[src/rtl/controller_poller_m_if.sv]
// Handshake/bus bundle between the controller poller and its neighbours (vblank start source,
// serial controller pins, CPU-visible button registers).
interface controller_poller_m_if;
  logic       start;
  logic       controller_1_data_in_B;
  logic       controller_2_data_in_B;
  logic       controller_clk;
  logic       controller_latch;
  logic [7:0] controller_1_buttons_out;
  logic [7:0] controller_2_buttons_out;
  logic       controller_1_present;
  logic       controller_2_present;
  logic       busy;
  logic       done;

  modport master (
    input  start,
    input  controller_1_data_in_B,
    input  controller_2_data_in_B,
    output controller_clk,
    output controller_latch,
    output controller_1_buttons_out,
    output controller_2_buttons_out,
    output controller_1_present,
    output controller_2_present,
    output busy,
    output done
  );

  modport slave (
    output start,
    output controller_1_data_in_B,
    output controller_2_data_in_B,
    input  controller_clk,
    input  controller_latch,
    input  controller_1_buttons_out,
    input  controller_2_buttons_out,
    input  controller_1_present,
    input  controller_2_present,
    input  busy,
    input  done
  );
endinterface

[src/rtl/controller_poller_m.sv]
// One-shot poller for both serial controller ports: latch, shift 8 (or 9) bits, publish atomically.
// Define CONTROLLER_POLLER_PRESENCE_EN to sample a ninth bit for controller presence detection.
module controller_poller_m #(
  parameter int unsigned LATCH_CYCLES = 2,
  parameter int unsigned HALF_PERIOD  = 2
) (
  input logic                  clk_1,
  input logic                  rst,
  controller_poller_m_if.master bus
);

`ifdef CONTROLLER_POLLER_PRESENCE_EN
  localparam int unsigned NBITS     = 9;
  localparam logic        PresReset = 1'b0;
`else
  localparam int unsigned NBITS     = 8;
  localparam logic        PresReset = 1'b1;
`endif

  localparam int unsigned MaxCyc = (LATCH_CYCLES > HALF_PERIOD) ? LATCH_CYCLES : HALF_PERIOD;
  localparam int unsigned CW     = (MaxCyc > 1) ? $clog2(MaxCyc) : 1;
  localparam logic [CW-1:0] LatchLast = CW'(LATCH_CYCLES - 1);
  localparam logic [CW-1:0] HalfLast  = CW'(HALF_PERIOD - 1);
  localparam logic [3:0]    LastBit   = 4'(NBITS - 1);

  typedef enum logic [1:0] {StIdle, StLatch, StLow, StHigh} state_e;

  state_e           r_state, w_state_next;
  logic [CW-1:0]    r_phase, w_phase_next;
  logic [3:0]       r_bits, w_bits_next;
  logic [NBITS-1:0] r_sh1, r_sh2;
  logic [NBITS-1:0] w_sh1_shift, w_sh2_shift;
  logic             w_shift, w_finish;
  logic             r_clk, r_latch, r_busy, r_done;
  logic [7:0]       r_btn1, r_btn2, w_btn1_next, w_btn2_next;
  logic             r_pres1, r_pres2, w_pres1_next, w_pres2_next;

  // Buttons are active-low on the wire; store them active-high.
  assign w_sh1_shift = {r_sh1[NBITS-2:0], ~bus.controller_1_data_in_B};
  assign w_sh2_shift = {r_sh2[NBITS-2:0], ~bus.controller_2_data_in_B};

  always_comb begin
    w_state_next = r_state;
    w_phase_next = r_phase;
    w_bits_next  = r_bits;
    w_shift      = 1'b0;
    w_finish     = 1'b0;
    unique case (r_state)
      StIdle: begin
        w_phase_next = '0;
        w_bits_next  = '0;
        if (bus.start) w_state_next = StLatch;
      end
      StLatch: begin
        if (r_phase == LatchLast) begin
          w_phase_next = '0;
          w_state_next = StLow;
        end else begin
          w_phase_next = r_phase + CW'(1);
        end
      end
      StLow: begin
        if (r_phase == HalfLast) begin
          w_shift      = 1'b1;
          w_phase_next = '0;
          w_bits_next  = r_bits + 4'd1;
          if (r_bits == LastBit) begin
            w_finish     = 1'b1;
            w_state_next = StIdle;
          end else begin
            w_state_next = StHigh;
          end
        end else begin
          w_phase_next = r_phase + CW'(1);
        end
      end
      StHigh: begin
        if (r_phase == HalfLast) begin
          w_phase_next = '0;
          w_state_next = StLow;
        end else begin
          w_phase_next = r_phase + CW'(1);
        end
      end
      default: w_state_next = StIdle;
    endcase
  end

  // Values published on the completing edge, taken from the final shifted shadow.
  always_comb begin
`ifdef CONTROLLER_POLLER_PRESENCE_EN
    // A connected controller drives ground after its 8 buttons, i.e. a stored 1 in bit 0.
    w_pres1_next = w_sh1_shift[0];
    w_pres2_next = w_sh2_shift[0];
    w_btn1_next  = w_pres1_next ? w_sh1_shift[8:1] : 8'h00;
    w_btn2_next  = w_pres2_next ? w_sh2_shift[8:1] : 8'h00;
`else
    w_pres1_next = 1'b1;
    w_pres2_next = 1'b1;
    w_btn1_next  = w_sh1_shift[7:0];
    w_btn2_next  = w_sh2_shift[7:0];
`endif
  end

  always_ff @(posedge clk_1 or posedge rst) begin
    if (rst) begin
      r_state <= StIdle;
      r_phase <= '0;
      r_bits  <= '0;
      r_sh1   <= '0;
      r_sh2   <= '0;
      r_clk   <= 1'b0;
      r_latch <= 1'b0;
      r_busy  <= 1'b0;
      r_done  <= 1'b0;
      r_btn1  <= 8'h00;
      r_btn2  <= 8'h00;
      r_pres1 <= PresReset;
      r_pres2 <= PresReset;
    end else begin
      r_state <= w_state_next;
      r_phase <= w_phase_next;
      r_bits  <= w_bits_next;
      if (w_shift) begin
        r_sh1 <= w_sh1_shift;
        r_sh2 <= w_sh2_shift;
      end
      r_clk   <= (w_state_next == StHigh);
      r_latch <= (w_state_next == StLatch);
      r_busy  <= (w_state_next != StIdle);
      r_done  <= w_finish;
      if (w_finish) begin
        r_btn1  <= w_btn1_next;
        r_btn2  <= w_btn2_next;
        r_pres1 <= w_pres1_next;
        r_pres2 <= w_pres2_next;
      end
    end
  end

  assign bus.controller_clk           = r_clk;
  assign bus.controller_latch         = r_latch;
  assign bus.busy                     = r_busy;
  assign bus.done                     = r_done;
  assign bus.controller_1_buttons_out = r_btn1;
  assign bus.controller_2_buttons_out = r_btn2;
  assign bus.controller_1_present     = r_pres1;
  assign bus.controller_2_present     = r_pres2;

endmodule
[src/flat_wrapper.sv]
// flat-port wrapper written by rule: the top's interface ports become plain ports
module controller_poller_m_flat 
#(
  parameter int unsigned LATCH_CYCLES = 2,
  parameter int unsigned HALF_PERIOD  = 2
)
  (clk_1, rst, bus_start, bus_controller_1_data_in_B, bus_controller_2_data_in_B, bus_controller_clk, bus_controller_latch, bus_controller_1_buttons_out, bus_controller_2_buttons_out, bus_controller_1_present, bus_controller_2_present, bus_busy, bus_done);
  controller_poller_m_if bus_i ();
  input logic clk_1;
  input logic rst;
  input wire logic [$bits(bus_i.start)-1:0] bus_start;
  input wire logic [$bits(bus_i.controller_1_data_in_B)-1:0] bus_controller_1_data_in_B;
  input wire logic [$bits(bus_i.controller_2_data_in_B)-1:0] bus_controller_2_data_in_B;
  output wire logic [$bits(bus_i.controller_clk)-1:0] bus_controller_clk;
  output wire logic [$bits(bus_i.controller_latch)-1:0] bus_controller_latch;
  output wire logic [$bits(bus_i.controller_1_buttons_out)-1:0] bus_controller_1_buttons_out;
  output wire logic [$bits(bus_i.controller_2_buttons_out)-1:0] bus_controller_2_buttons_out;
  output wire logic [$bits(bus_i.controller_1_present)-1:0] bus_controller_1_present;
  output wire logic [$bits(bus_i.controller_2_present)-1:0] bus_controller_2_present;
  output wire logic [$bits(bus_i.busy)-1:0] bus_busy;
  output wire logic [$bits(bus_i.done)-1:0] bus_done;
  assign bus_i.start = bus_start;
  assign bus_i.controller_1_data_in_B = bus_controller_1_data_in_B;
  assign bus_i.controller_2_data_in_B = bus_controller_2_data_in_B;
  assign bus_controller_clk = bus_i.controller_clk;
  assign bus_controller_latch = bus_i.controller_latch;
  assign bus_controller_1_buttons_out = bus_i.controller_1_buttons_out;
  assign bus_controller_2_buttons_out = bus_i.controller_2_buttons_out;
  assign bus_controller_1_present = bus_i.controller_1_present;
  assign bus_controller_2_present = bus_i.controller_2_present;
  assign bus_busy = bus_i.busy;
  assign bus_done = bus_i.done;
  controller_poller_m #(.LATCH_CYCLES(LATCH_CYCLES), .HALF_PERIOD(HALF_PERIOD)) u_core (.clk_1(clk_1), .rst(rst), .bus(bus_i));
endmodule
[config.mk]
export PLATFORM = sky130hd
export DESIGN_NAME = controller_poller_m_flat
export DESIGN_NICKNAME = d
export VERILOG_FILES = /design/src/rtl/controller_poller_m_if.sv /design/src/rtl/controller_poller_m.sv /design/src/flat_wrapper.sv
export SDC_FILE = /design/constraint.sdc
export NUM_CORES = 1
export LEC_CHECK = 0
export BUFFER_PORTS_ARGS = -buffer_cell sky130_fd_sc_hd__buf_2
export CORE_UTILIZATION = 59
export CTS_CLUSTER_SIZE = 30
export DETAILED_ROUTE_END_ITERATION = 12
export PLACE_DENSITY = 0.8
export SYNTH_ARGS = -nofsm -noshare
export SYNTH_HDL_FRONTEND = slang
export SYNTH_SLANG_ARGS = --single-unit
export TNS_END_PERCENT = 10
[constraint.sdc]
create_clock -name clk_1 -period 3.1 [get_ports clk_1]
set_input_delay 0.62 -clock clk_1 [delete_from_list [all_inputs] [get_ports clk_1]]
set_output_delay 0.62 -clock clk_1 [all_outputs]
set_load 0.02 [all_outputs]
==> out/qor.csv <==
stage,metric,value,unit
detailed_routing,Max Used Layer,met4,
yosys,post-synth top area cell,dfrtp_1,
cts,"Setup Fix Bufs, Post-CTS",0,
timing,Period minus WS final,1740,ps
detailed_routing,WL met1,1200,microns
finish,n_diodes,0,
yosys,Seq cells post-synth,41,
global_routing,initial antenna violation count,0,
critical_path,arrival time worst endpoint,1970,ps
critical_path,CP startpoint kind,flop,
yosys,Synth Area in XOR/XNOR,0,%
timing,final period utilization,56.1,%
floorplan,core region area,0.00273,sq mm
detailed_routing,Avg Vias per Cell,5.36,
yosys,Area contributors post-synth,"dfrtp_1 (61%), nand2_1 (9.1%), mux2_4 (7.1%)",
cts,clock latency on the worst-skew pair,340,ps
timing,final worst slack,1360,ps
yosys,area of the mapped netlist,0.00169,sq mm
detailed_routing,drt drc,0,
yosys,Synth Flop Type,dfrtp_1,
placement,gp weighted congestion,0.818,
yosys,sequential area share after synthesis,60.7,%
floorplan,DIE HEIGHT,55.5,microns
detailed_routing,1st-iter DRT viols,34,
finish,final core utilization,68.3,%
floorplan,Die ar.,0.00308,sq mm
cts,total CTS buffers,5,
finish,layout cells sized above 1,29.2,%
worst_hold_path,worst hold path type,in -> async,
yosys,Post-Syn Area per Cell,11.7,sq um
floorplan,initial core utilization,61.8,%
floorplan,I/O pin cnt,27,
run_status,outcome,"finished, final reports clean",
cts,CTS clock-pin slew for the worst setup and hold paths,120,ps
yosys,post-synthesis mux area share,11.1,%
yosys,simple logic cell fraction of the synthesized area,16.0,%
finish,NumNets Final,174,
yosys,Syn Inst Count,144,
power_and_ir_drop,VDD IR max,0.000696,V
timing,Final Max Tran Viols,0,
power_and_ir_drop,PD cells,992,mW/mm^2
timing,final hold vios,0,
detailed_routing,met2 wire length,1220,microns
yosys,adder-cell area share of the yosys netlist,0.740,%
critical_path,CP endpoint kind,flop,
job,Max Cap Violations,0,
detailed_routing,Post-Route WL,2610,microns
global_routing,vias in the first global route,1018,
global_routing,grt ovf,0,
detailed_routing,routed wl met3,158,microns
yosys,post-synth top area share,60.7,%
finish,Area Overhead vs Synth,10.5,%
cts,CTS Sinks,41,
floorplan,die width,55.5,microns
cts,clk buf depth,2,
detailed_routing,Avg WL per Cell,13.1,microns
placement,Detail Placement HPWL,1810,microns
timing,RSZ-0062 raised after global routing,false,
detailed_routing,drt first pass iters,4,
timing,Hold WS,372,ps
yosys,largest family of logic cells by synthesized area,simple AND/OR/NAND/NOR gates,
placement,I/O Buffers,24,
timing,Setup TNS Final,0,ps
detailed_routing,Vias,1066,
cts,CTS tree,yes,
timing,Layout Skew,12.4,ps
timing,maximum clock rate,575,MHz
floorplan,Row Count,19,
timing,Setup Viol. Count Final,0,
global_routing,largest net degree at the start of global routing,42,
yosys,"EDFF count, synth",0,
global_routing,first-pass GRT wire length,4640,microns
cts,PostCTS Resize Cnt,0,
global_routing,GRT Total Usage,19.8,%
cts,root buffer cell,clkbuf_4,
yosys,"FFs w/ async S/R, synth",100,%
finish,fill cell count,201,
finish,most frequent cells in the layout,"nand2_1 (41), dfrtp_1 (41), buf_2 (24), o21ai_0 (12), mux2_4 (8)",
cts,Hold Buf Count CTS,0,
detailed_routing,post-route ant nets,0,
critical_path,worst endpoint required time,3330,ps
yosys,compound-cell area share of the yosys netlist,6.51,%
power_and_ir_drop,LEAKAGE,1.01,nW
cts,CTS H-tree depth,2,
placement,Place WS,1360,ps
yosys,"Distinct cells, synth",27,
critical_path,crit path kind,reg -> reg,
critical_path,worst-path maximum fanout,22,
yosys,yosys warns,0,
==> critical path, cell delays in order (launching register included) <==
cell and delay [ps]:
dfrtp_1 580, nand3b_4 290, nor2_8 390, mux2_2 380
==> cells by family (layout without fill, tap and decap cells) <==
kind of cell,after synthesis,in the layout
buffers and inverters,13,36
other,1,2
DFF,41,41
adders and majority gates,1,1
and+or+nand+nor,55,55
muxes,14,14
AOI/OAI and AO/OA,19,19
==> sequential cells by signal, summed over array words and instances (netlist names) <==
register	cells
u_core.bus.done	1
u_core.r_state	2
u_core.bus.controller_clk	1
u_core.r_bits	4
u_core.bus.busy	1
u_core.r_sh2	7
u_core.r_sh1	7
u_core.bus.controller_1_buttons_out	8
u_core.bus.controller_2_buttons_out	8
u_core.r_phase	1
u_core.bus.controller_latch	1
==> power breakdown <==
group          internal (mW)  switching, mW
registers              0.731          0.161
clock network          0.164          0.157
logic                  0.258          0.382
==> final timing paths <==
check,cells past startpoint,start,slack (ps),end
setup reg to reg,3,u_core.r_state[1],1360,u_core.bus.controller_2_buttons_out[1]
min in group clk_1,2,bus_controller_2_data_in_B,480,u_core.r_sh2[0]
max in group asynchronous,3,rst,2390,u_core.r_sh2[4]
hold reg to reg,2,u_core.r_sh1[6],500,u_core.r_sh1[6]
setup / recovery,3,u_core.r_state[1],1360,u_core.bus.controller_2_buttons_out[1]
hold / removal,3,rst,370,u_core.r_sh2[6]
==> cells in the mapped netlist (2+ instances only) <==
cell      instances
mux2_2            6
buf_2             3
nor2_1            4
buf_4             3
o31ai_1           2
mux2_4            8
inv_1             4
nand2_1          41
o21ai_0          12
a21oi_1           2
dfrtp_1          41
and2b_1           2
clkbuf_1          2
==> layer usage <==
metal / global-route usage [%] / up-vias
li1: - / 520
met1: 26.9 / 507
met2: 29.6 / 32
met3: 7.73 / 7
met4: 6.43 / 0
met5: 0 / -
==> stage by stage <==
stage / cells / total power [mW] / instance area, sq um
after global routing: 199 / 1.99 / 1870
after detailed placement: 192 / 1.54 / 1800
after floorplan: 145 / 1.38 / 1690
after CTS: 199 / 1.87 / 1870
after global placement: 192 / 1.51 / 1800
final: 199 / 1.85 / 1870
==> cell type report <==
| class | count | area, sq um | share of cell area, % |
|---|---|---|---|
| Tap cell | 31 | 38.8 | 2.08 |
| Multi-Input combinational cell | 91 | 588 | 31.5 |
| Sequential cell | 41 | 1030 | 54.9 |
| Timing Repair Buffer | 25 | 128 | 6.83 |
| Clock buffer | 5 | 37.5 | 2.01 |
| Inverter | 4 | 15.0 | 0.804 |
| Clock inverter | 2 | 35.0 | 1.88 |
(Power assumes the default switching activity.)
